File: config.mk
export PLATFORM = sky130hd
export DESIGN_NAME = chip8_program_loader
export DESIGN_NICKNAME = d
export VERILOG_FILES = /design/src/rtl/chip8_pkg.sv /design/src/rtl/chip8_lib_read_pipe.sv /design/src/rtl/chip8_program_loader.sv
export SDC_FILE = /design/constraint.sdc
export NUM_CORES = 1
export LEC_CHECK = 0
export BUFFER_PORTS_ARGS = -buffer_cell sky130_fd_sc_hd__buf_2
export CAP_MARGIN = 20
export CORE_AREA = 2 2 119 98
export CTS_BUF_LIST = sky130_fd_sc_hd__clkbuf_16
export DETAILED_ROUTE_END_ITERATION = 6
export DIE_AREA = 0 0 121 100
export PLACE_DENSITY_LB_ADDON = 0.2
export SETUP_SLACK_MARGIN = 0.1
export SYNTH_ARGS = -nofsm -noshare
export SYNTH_HDL_FRONTEND = slang
export SYNTH_HIERARCHICAL = 1
export SYNTH_SLANG_ARGS = --single-unit
File: constraint.sdc
create_clock -name clk_in -period 4.65 [get_ports clk_in]
set_clock_uncertainty 0.2 [all_clocks]
set_input_delay 0.465 -clock clk_in [delete_from_list [all_inputs] [get_ports clk_in]]
set_output_delay 0.465 -clock clk_in [all_outputs]
set_load 0.02 [all_outputs]
File: src/rtl/chip8_pkg.sv
// Shared constants, the built-in hex font and the loader state encoding for the CHIP-8 program loader.
package chip8_pkg;

    localparam logic [11:0] FONT_BASE    = 12'h050;
    localparam logic [11:0] PROG_BASE    = 12'h200;
    localparam logic [11:0] MAX_PROG_LEN = 12'hE00;
    localparam int          FONT_BYTES   = 80;

    // Standard 4x5 sprites for hex digits 0..F, five rows each.
    localparam logic [7:0] FONT [FONT_BYTES] = '{
        8'hF0, 8'h90, 8'h90, 8'h90, 8'hF0,
        8'h20, 8'h60, 8'h20, 8'h20, 8'h70,
        8'hF0, 8'h10, 8'hF0, 8'h80, 8'hF0,
        8'hF0, 8'h10, 8'hF0, 8'h10, 8'hF0,
        8'h90, 8'h90, 8'hF0, 8'h10, 8'h10,
        8'hF0, 8'h80, 8'hF0, 8'h10, 8'hF0,
        8'hF0, 8'h80, 8'hF0, 8'h90, 8'hF0,
        8'hF0, 8'h10, 8'h20, 8'h40, 8'h40,
        8'hF0, 8'h90, 8'hF0, 8'h90, 8'hF0,
        8'hF0, 8'h90, 8'hF0, 8'h10, 8'hF0,
        8'hF0, 8'h90, 8'hF0, 8'h90, 8'h90,
        8'hE0, 8'h90, 8'hE0, 8'h90, 8'hE0,
        8'hF0, 8'h80, 8'h80, 8'h80, 8'hF0,
        8'hE0, 8'h90, 8'h90, 8'h90, 8'hE0,
        8'hF0, 8'h80, 8'hF0, 8'h80, 8'hF0,
        8'hF0, 8'h80, 8'hF0, 8'h80, 8'h80
    };

    typedef enum logic [2:0] {
        ST_IDLE, ST_FONT, ST_HDR, ST_PROG, ST_DRAIN, ST_CLEAR, ST_DONE
    } loader_state_t;

    // Program length from the big-endian header, limited to the space above PROG_BASE.
    function automatic logic [11:0] clamp_len(input logic [15:0] raw);
        return (raw > {4'h0, MAX_PROG_LEN}) ? MAX_PROG_LEN : raw[11:0];
    endfunction

endpackage

File: src/rtl/chip8_lib_read_pipe.sv
// Delay line of {valid, destination address} that lines each library read up with the ROM data
// arriving LAT cycles after its address.
module chip8_lib_read_pipe
    import chip8_pkg::*;
#(
    parameter int LAT = 2,
    parameter int AW  = $bits(PROG_BASE)
) (
    input  logic          clk_in,
    input  logic          rst_n_in,
    input  logic          valid_in,
    input  logic [AW-1:0] addr_in,
    output logic          valid_out,
    output logic [AW-1:0] addr_out,
    output logic          busy_out
);

    logic [LAT-1:0] valid_q, valid_d;
    logic [AW-1:0]  addr_q [LAT];
    logic [AW-1:0]  addr_d [LAT];

    // Shift every stage forward by one.
    always_comb begin
        valid_d    = valid_q;
        valid_d[0] = valid_in;
        addr_d     = addr_q;
        addr_d[0]  = addr_in;
        for (int i = 1; i < LAT; i++) begin
            valid_d[i] = valid_q[i-1];
            addr_d[i]  = addr_q[i-1];
        end
    end

    // Pipeline registers.
    always_ff @(posedge clk_in or negedge rst_n_in) begin
        if (!rst_n_in) begin
            valid_q <= '0;
            for (int i = 0; i < LAT; i++) begin
                addr_q[i] <= '0;
            end
        end else begin
            valid_q <= valid_d;
            addr_q  <= addr_d;
        end
    end

    assign valid_out = valid_q[LAT-1];
    assign addr_out  = addr_q[LAT-1];
    assign busy_out  = |valid_q;

endmodule

File: src/rtl/chip8_program_loader.sv
// Fills CHIP-8 memory on request: hex font, then one library program at PROG_BASE, then zeroes
// the remainder up to 0xFFF. All outputs are registered.
module chip8_program_loader
    import chip8_pkg::*;
#(
    parameter  int NUM_PROGRAMS = 16,
    parameter  int SLOT_BYTES   = 4096,
    parameter  int LIB_LATENCY  = 2,
    localparam int SEL_W        = $clog2(NUM_PROGRAMS),
    localparam int LAW          = $clog2(NUM_PROGRAMS * SLOT_BYTES)
) (
    input  logic             clk_in,
    input  logic             rst_n_in,
    input  logic             flash_in,
    input  logic [SEL_W-1:0] program_sel_in,
    output logic [LAW-1:0]   lib_addr_out,
    input  logic [7:0]       lib_data_in,
    output logic [11:0]      mem_addr_out,
    output logic [7:0]       mem_data_out,
    output logic             mem_we_out,
    output logic             busy_out,
    output logic             done_out,
    output logic             len_err_out
);

    loader_state_t    state_q, state_d;
    logic [11:0]      cnt_q, cnt_d;
    logic [11:0]      len_q, len_d;
    logic [7:0]       hdr_hi_q, hdr_hi_d;
    logic [SEL_W-1:0] sel_q, sel_d;
    logic             issue_valid_q, issue_valid_d;
    logic [11:0]      issue_dst_q, issue_dst_d;
    logic [LAW-1:0]   lib_addr_q, lib_addr_d;
    logic [11:0]      mem_addr_q, mem_addr_d;
    logic [7:0]       mem_data_q, mem_data_d;
    logic             mem_we_q, mem_we_d;
    logic             busy_q, busy_d;
    logic             done_q, done_d;
    logic             len_err_q, len_err_d;

    logic             pipe_valid_s;
    logic [11:0]      pipe_addr_s;
    logic             pipe_busy_s;
    logic [LAW-1:0]   slot_base_s;
    logic [15:0]      hdr_raw_s;

    assign slot_base_s = LAW'(sel_q) * LAW'(SLOT_BYTES);
    assign hdr_raw_s   = {hdr_hi_q, lib_data_in};

    // issue_* registers sit alongside lib_addr_q, so LIB_LATENCY further stages meet the data.
    chip8_lib_read_pipe #(.LAT(LIB_LATENCY), .AW(12)) u_pipe (
        .clk_in    (clk_in),
        .rst_n_in  (rst_n_in),
        .valid_in  (issue_valid_q),
        .addr_in   (issue_dst_q),
        .valid_out (pipe_valid_s),
        .addr_out  (pipe_addr_s),
        .busy_out  (pipe_busy_s)
    );

    // Next-state and next-output logic for the whole load sequence.
    always_comb begin
        state_d       = state_q;
        cnt_d         = cnt_q;
        len_d         = len_q;
        hdr_hi_d      = hdr_hi_q;
        sel_d         = sel_q;
        issue_valid_d = 1'b0;
        issue_dst_d   = issue_dst_q;
        lib_addr_d    = lib_addr_q;
        mem_we_d      = pipe_valid_s;
        busy_d        = busy_q;
        done_d        = 1'b0;
        len_err_d     = len_err_q;
        if (pipe_valid_s) begin
            mem_addr_d = pipe_addr_s;
            mem_data_d = lib_data_in;
        end else begin
            mem_addr_d = mem_addr_q;
            mem_data_d = mem_data_q;
        end

        case (state_q)
            ST_IDLE: begin
                if (flash_in) begin
                    state_d   = ST_FONT;
                    sel_d     = program_sel_in;
                    len_err_d = 1'b0;
                    busy_d    = 1'b1;
                    cnt_d     = 12'd0;
                end else begin
                    busy_d = 1'b0;
                end
            end
            ST_FONT: begin
                mem_we_d   = 1'b1;
                mem_addr_d = FONT_BASE + cnt_q;
                mem_data_d = FONT[cnt_q[6:0]];
                if (cnt_q == 12'(FONT_BYTES - 1)) begin
                    state_d    = ST_HDR;
                    cnt_d      = 12'd0;
                    lib_addr_d = slot_base_s;
                end else begin
                    cnt_d = cnt_q + 12'd1;
                end
            end
            ST_HDR: begin
                cnt_d = cnt_q + 12'd1;
                if (cnt_q == 12'd0) begin
                    lib_addr_d = slot_base_s + LAW'(1);
                end else begin
                    lib_addr_d = lib_addr_q;
                end
                if (cnt_q == 12'(LIB_LATENCY)) begin
                    hdr_hi_d = lib_data_in;
                end else begin
                    hdr_hi_d = hdr_hi_q;
                end
                // Low header byte is on lib_data_in now; the first program read goes out on this edge.
                if (cnt_q == 12'(LIB_LATENCY + 1)) begin
                    len_d     = clamp_len(hdr_raw_s);
                    len_err_d = (hdr_raw_s > {4'h0, MAX_PROG_LEN});
                    if (clamp_len(hdr_raw_s) == 12'd0) begin
                        state_d = ST_CLEAR;
                        cnt_d   = PROG_BASE;
                    end else begin
                        state_d       = ST_PROG;
                        cnt_d         = 12'd0;
                        issue_valid_d = 1'b1;
                        issue_dst_d   = PROG_BASE;
                        lib_addr_d    = slot_base_s + LAW'(2);
                    end
                end else begin
                    state_d = ST_HDR;
                end
            end
            ST_PROG: begin
                if (cnt_q + 12'd1 < len_q) begin
                    cnt_d         = cnt_q + 12'd1;
                    issue_valid_d = 1'b1;
                    issue_dst_d   = PROG_BASE + cnt_q + 12'd1;
                    lib_addr_d    = slot_base_s + LAW'(cnt_q) + LAW'(3);
                end else begin
                    state_d = ST_DRAIN;
                end
            end
            ST_DRAIN: begin
                if (!issue_valid_q && !pipe_busy_s) begin
                    if (len_q == MAX_PROG_LEN) begin
                        state_d = ST_IDLE;
                        busy_d  = 1'b0;
                        done_d  = 1'b1;
                    end else begin
                        state_d = ST_CLEAR;
                        cnt_d   = PROG_BASE + len_q;
                    end
                end else begin
                    state_d = ST_DRAIN;
                end
            end
            ST_CLEAR: begin
                mem_we_d   = 1'b1;
                mem_addr_d = cnt_q;
                mem_data_d = 8'h00;
                if (cnt_q == 12'hFFF) begin
                    state_d = ST_DONE;
                end else begin
                    cnt_d = cnt_q + 12'd1;
                end
            end
            ST_DONE: begin
                state_d = ST_IDLE;
                busy_d  = 1'b0;
                done_d  = 1'b1;
            end
            default: begin
                state_d = ST_IDLE;
                busy_d  = 1'b0;
            end
        endcase
    end

    // State and registered outputs.
    always_ff @(posedge clk_in or negedge rst_n_in) begin
        if (!rst_n_in) begin
            state_q       <= ST_IDLE;
            cnt_q         <= 12'd0;
            len_q         <= 12'd0;
            hdr_hi_q      <= 8'h00;
            sel_q         <= '0;
            issue_valid_q <= 1'b0;
            issue_dst_q   <= 12'd0;
            lib_addr_q    <= '0;
            mem_addr_q    <= 12'd0;
            mem_data_q    <= 8'h00;
            mem_we_q      <= 1'b0;
            busy_q        <= 1'b0;
            done_q        <= 1'b0;
            len_err_q     <= 1'b0;
        end else begin
            state_q       <= state_d;
            cnt_q         <= cnt_d;
            len_q         <= len_d;
            hdr_hi_q      <= hdr_hi_d;
            sel_q         <= sel_d;
            issue_valid_q <= issue_valid_d;
            issue_dst_q   <= issue_dst_d;
            lib_addr_q    <= lib_addr_d;
            mem_addr_q    <= mem_addr_d;
            mem_data_q    <= mem_data_d;
            mem_we_q      <= mem_we_d;
            busy_q        <= busy_d;
            done_q        <= done_d;
            len_err_q     <= len_err_d;
        end
    end

    assign lib_addr_out = lib_addr_q;
    assign mem_addr_out = mem_addr_q;
    assign mem_data_out = mem_data_q;
    assign mem_we_out   = mem_we_q;
    assign busy_out     = busy_q;
    assign done_out     = done_q;
    assign len_err_out  = len_err_q;

endmodule

Yosys cells after proc, flatten, opt, wreduce, memory -nomap -nowiden:

Memory sizes are Yosys's and may differ from the RTL's.
Index checks and enable logic that the tools add are counted.
W data, S select, Z words.

* $add $sub $neg: 9
* magnitude comparators: 3
* eq/ne operators: 22
* multiplexer cells: 50
* bitwise operators: 2
* reductions and logical operators: 23

Operators with widths (count)
* $mux W12: 12
* $mux W16: 5
* $pmux W12 S6: 1
* $pmux W12 S2: 2
* $pmux W16 S3: 1
* $add A16 B2 Y16 const B: 2
* $add A10 B12 Y12 const A: 2
* $add A12 B1 Y12 const B: 2
* $eq A12 B12 Y1 const B: 2
* $eq A12 B2 Y1 const B: 2
* $logic_not A12 Y1: 2
* $mux W3: 8
* $mux W8: 3
* $ne A2 B2 Y1 const B: 11
* $pmux W3 S6: 1
* $add A16 B1 Y16 const B: 1
* $add A16 B12 Y16: 1
* $gt A16 B12 Y1 const B: 1
* $pmux W8 S2: 1
* $add A7 B12 Y12 const A: 1
* $eq A12 B7 Y1 const B: 1
* $lt A12 B12 Y1: 1
* $mux W1: 11
* $mux W10: 1
* 20 further kinds: 34

* register bits: 118
* memory bits (read-only): 1024
* bits of input ports: 15
* word-level logic and storage cells: 127
* memories kept: 1

Memories
* (no name shown): depth 128, width 8, read ports 1, clocked after Yosys merged registers in 0, wr ports 0, RTL line chip8_program_loader.sv:98 `mem_data_d = FONT[cnt_q[6:0]];`

Longest topological paths before layout:

* depth in word-level cells: 6
* mapped depth: 16

Cells and area by module:

Netlist, hierarchy kept.

By module, submodules not included
* chip8_program_loader: instances 1, cells an instance 635, area an instance 5764.3 um2, sequential area each 2302.2 um2
* chip8_lib_read_pipe: instances 1, cells an instance 27, area an instance 656.9 um2, sequential area each 650.6 um2

Worst setup path before layout:

No wires, ideal clock.

* path kind: reg-to-reg
* start: register cnt_q[3]
* end: register cnt_q[1]
* library setup time: 125 ps
* data arrival time: 3490 ps
* data required time: 4325 ps
* slack: 835 ps
* stages on the path, launching flop included: 14
* path buffers: 4
* period minus slack after synthesis: 3815 ps
* cells stage by stage: dfrtp_1 -> clkbuf_1 -> buf_1 -> clkbuf_1 -> xor2_1 -> inv_1 -> ha_1 -> or3_1 -> o22a_1 -> and3_1 -> o311a_1 -> clkbuf_1 -> nor2_1 -> mux2_2

* cells in the longest elaborated chain, start to end: 4
* elaborated cells on any way between the ends: 11
* classes of those cells: 1 x add/sub; 1 x order compare; 5 x eq/ne; 3 x mux; 1 x reduce/logical

Ends and longest elaborated chain
* start: declaration: RTL line chip8_program_loader.sv:27 `logic [11:0] cnt_q, cnt_d;`
* start signal: assignment: RTL line chip8_program_loader.sv:202 `cnt_q <= cnt_d;`
* $add A12 B1 Y12: RTL line chip8_program_loader.sv:138 `if (cnt_q + 12'd1 < len_q) begin`
* $lt A12 B12 Y1: RTL line chip8_program_loader.sv:138
* $ne A2 B2 Y1 (no source line)
* $reduce_and A6 Y1 (no source line)

Parallel ways exist; a longest one is shown, timed or not.
A chain may end at the register's enable or synchronous reset.

Worst setup path after layout:

* start: register cnt_q[0]
* end: register lib_addr_q[12], in the netlist lib_addr_out[12]

* cells in the longest elaborated chain, start to end: 5
* elaborated cells on any way between the ends: 15
* classes of those cells: 3 x add/sub; 1 x order compare; 4 x eq/ne; 5 x mux; 2 x reduce/logical

Ends and longest elaborated chain
* parallel branches: the longest is 5 deep, another holds $add A16 B12 Y16
* end signal: assignment: RTL line chip8_program_loader.sv:208 `lib_addr_q <= lib_addr_d;`
* end: declaration: RTL line chip8_program_loader.sv:33 `logic [LAW-1:0] lib_addr_q, lib_addr_d;`

Parallel ways; which one is timed is not known. The select of a mux whose other input is x is not followed.

==> parameters.txt <==
Parameter                              Value

Outcome
  Result of the run ... finished, final reports clean

Setup path
  Maximum net fanout on the critical path ... 15
  Class of the most critical setup path ... flip-flop to flip-flop
  Type of origin of the critical path ... flip-flop
  Critical path data required time ... approximately 4.8 ns
  Endpoint arrival time on the critical path ... roughly 4.3 ns
  Most numerous cell on the critical path ... ha_1
  Longest individual stage delay on the worst path ... around 0.71 ns
  Endpoint class of the critical path ... flip-flop
  Cell Chain, Critical Path ... ha_1, nand4_1, nor2_1, nand2_1, xor2_1, inv_1, ha_1, and2_1, and3_1, o311a_1, nor3_2, mux2i_1
  Cell with the largest stage delay on the worst path ... dfrtp_1

STA
  Achievable Freq ... between 200 and 250 MHz
  Setup repair after global routing missed its margin ... no
  Final critical path time including I/O delays and setup ... 4.12 ns
  Relative slew slack ... between 30% and 40%
  Sum of negative setup slack ... 0 ns
  Worst slew pin tran ... 0.935 ns
  Setup-failing EPs final ... 0
  Fraction of the cycle the final worst path needs ... between 80% and 90%
  Hold Worst Slack ... roughly 0.067 ns
  Max-slew violation count ... 0
  Hold Vio Cnt, Final ... 0

Synthesis
  Yosys top cell by area ... dfrtp_1
  Cell types occupying the most area after synthesis ... dfrtp_1, ha_1, o21ai_0
  Async set-reset flop share out of synthesis ... 100%
  Post-synth design cell area ... 6420 um^2
  Synthesized area per cell ... 9.70 um^2
  EDFF count, synth ... 0
  Post-Synth XOR/XNOR Area ... about 4.2%
  Leading register cell type out of synthesis ... dfrtp_1
  Multiplexer area fraction after synthesis ... roughly 8.1%
  Portion of synthesized cell area occupied by the leading cell type ... approximately 46%
  Part of the Yosys area used for sequential elements ... between 40% and 50%
  Post-synthesis adder-cell area fraction ... under 10%
  Syn Nets ... 700
  Warnings from Yosys ... 6
  Post-synthesis instance total ... approximately 660
  Post-synthesis register bit count ... approximately 120
  Post-synthesis compound-gate area fraction ... 16.4%
  Combinational family with the most area after synthesis ... compound AO/OA/AOI/OAI gates
  Count of cell types in the netlist ... 76
  Synthesized-area fraction occupied by and/or/nand/nor cells ... around 16%

Route
  Avg WL per Cell ... 20.5 um
  Vias/cell ... 6.20
  Antenna Nets Post-Route ... 0
  Starting DRT DRC Count ... around 670
  Via Count ... between 5,000 and 6,000
  Router iterations before antenna repair ... 5
  Sum of routed wire length over all layers ... approximately 18,000 um
  Drt drc ... 0

Cells and area
  Layout Cells excl Fill ... approximately 870
  Number of nets in the layout ... 746
  Proportion of layout cells with a drive suffix above 1 ... around 18%
  Ant. Diodes ... 0
  Commonest non-fill, non-tap cell in the layout ... dfrtp_1
  Final core utilization ... about two thirds
  Fill cell count ... roughly 860
  Layout-stage area growth over the synthesis result ... 16.3%
  Most frequent cells in the layout ... dfrtp_1, nand2_1, o21ai_0, buf_2, nor2_1

Clock network
  Number of H-tree levels ... 4
  Clock-pin slew reported for the worst setup and hold paths after clock tree synthesis ... 0.06 ns
  Total setup buffers inserted after CTS ... 0
  Clock tree from TritonCTS ... done
  Total clock sinks ... about 120
  Buffer depth of the longest clock path ... 2
  Number of CTS-inserted buffers ... 17
  Cell at the root of the clock tree ... clkbuf_16
  Insertion delay to the later sink of the worst-skew pair ... a little over 0.4 ns

Floorplanning
  Core outline area ... between 10,000 and 15,000 um^2
  Boundary pin count ... 55
  Die ar. ... about 12,000 um^2
  Die height ... roughly 100 um
  Starting Density ... slightly below 60%
  Die X ... 121 um
  Number of core rows ... 35

Place
  Post-placement cell count ... 836
  Detail Placement HPWL ... approximately 13,000 um
  Routability Congestion ... roughly 1
  IO buf count ... 54

Global route
  Largest net degree at the start of global routing ... between 70 and 80
  Overall global routing resource usage ... ~31%
  Via count of the first global-routing pass ... just over 5,000
  Initial antenna violation count ... 0
  Final global-route overflow total ... 0
  First-pass GRT wire length ... between 20,000 and 30,000 um

Pwr
  Leak pwr ... ~3.5 nW
  VDD IR max ... ~0.23 mV
  Total power divided by cell area ... between 300 and 400 nW/um^2

Run
  # Max-Cap Violations ... 0

Hold path
  Path type of the worst min-delay path ... input port to flip-flop
registers in the layout (all words and copies together), names as in the netlist, 2 cells and up:
register and cells:
issue_dst_q 12, lib_addr_out 16, cnt_q 12, hdr_hi_q 8, u_pipe/addr_out 12, len_q 12, u_pipe/valid_q 2, sel_q 4
u_pipe/addr_d 12, mem_data_out 8, state_q 3, mem_addr_out 12
report_power, final:
part / internal [W] / switching (W)
clock network: 0.000955 / 0.000496
logic: 0.0000137 / 0.0000355
registers: 0.00103 / 0.00000385
total: 0.00200 / 0.000536
cell type report:
class | count | area (um^2) | area share [%]
Tap cell | 148 | 185 | 2.48
Timing Repair Buffer | 69 | 388 | 5.20
Clock inverter | 15 | 226 | 3.03
Multi-Input combinational cell | 466 | 3150 | 42.2
Sequential cell | 118 | 2950 | 39.6
Inverter | 36 | 135 | 1.81
Clock buffer | 17 | 425 | 5.70
worst max-delay path, delay by kind of cell (launching register included):
family                     cells  cell delay [ns]
adders and majority gates      2             0.55
AOI/OAI and AO/OA              1             0.52
xor gates and xnor gates       1             0.24
buffers and inverters          1             0.10
muxes                          1             0.24
and+or+nand+nor                6             1.47
DFF                            1             0.71
final timing paths:
check,endpoint,cells after the start,slack (ns),startpoint
min in group asynchronous,mem_data_out[7],3,0.47,rst_n_in
max in group asynchronous,cnt_q[4],3,2.97,rst_n_in
max reg2reg,lib_addr_out[12],12,0.53,cnt_q[0]
max,lib_addr_out[12],12,0.53,cnt_q[0]
min,sel_q[0],3,0.07,program_sel_in[0]
min reg2reg,u_pipe/addr_out[11],0,0.15,u_pipe/addr_d[11]
cells in the mapped netlist (14+ instances only):
cell type and instances:
a21oi_1 23, clkbuf_1 32, dfrtp_1 118, ha_1 23, inv_1 35, mux2_2 15
mux2i_1 26, nand2_1 66, nand3_1 14, nor2_1 53, nor3_1 16, o21ai_0 53
xnor2_1 16, xor2_1 15
cell families (layout without fill, tap and decap cells):
group,count (synthesis),in the layout
xor gates and xnor gates,31,31
AOI/OAI and AO/OA,158,158
muxes,46,46
DFF,118,118
adders and majority gates,23,23
buffers and inverters,78,137
and+or+nand+nor,208,208
timing repair:
action | in CTS | in global routing
endpoints found under the hold margin | 41 | 0
setup endpoints to repair | 0 | 6
gates resized for setup | 0 | 1
hold buffers | 1 | 0
per-stage QoR:
step	power (W)	area (um^2)	setup slack, ns
after global placement	0.00110	6800	0.630
after floorplan	0.00107	6420	0.835
final	0.00254	7460	0.529
after CTS	0.00255	7460	0.441
after global routing	0.00261	7460	0.258
after detailed placement	0.00111	6800	0.503
per-layer routing:
layer	vias up	global-route usage [%]	wire [um]
li1	2456	-	-
met1	2673	44.5	8140
met2	233	45.5	8000
met3	27	7.95	1330
met4	0	9.30	318
met5	-	0	0
Power figures use the tool's default switching activity.
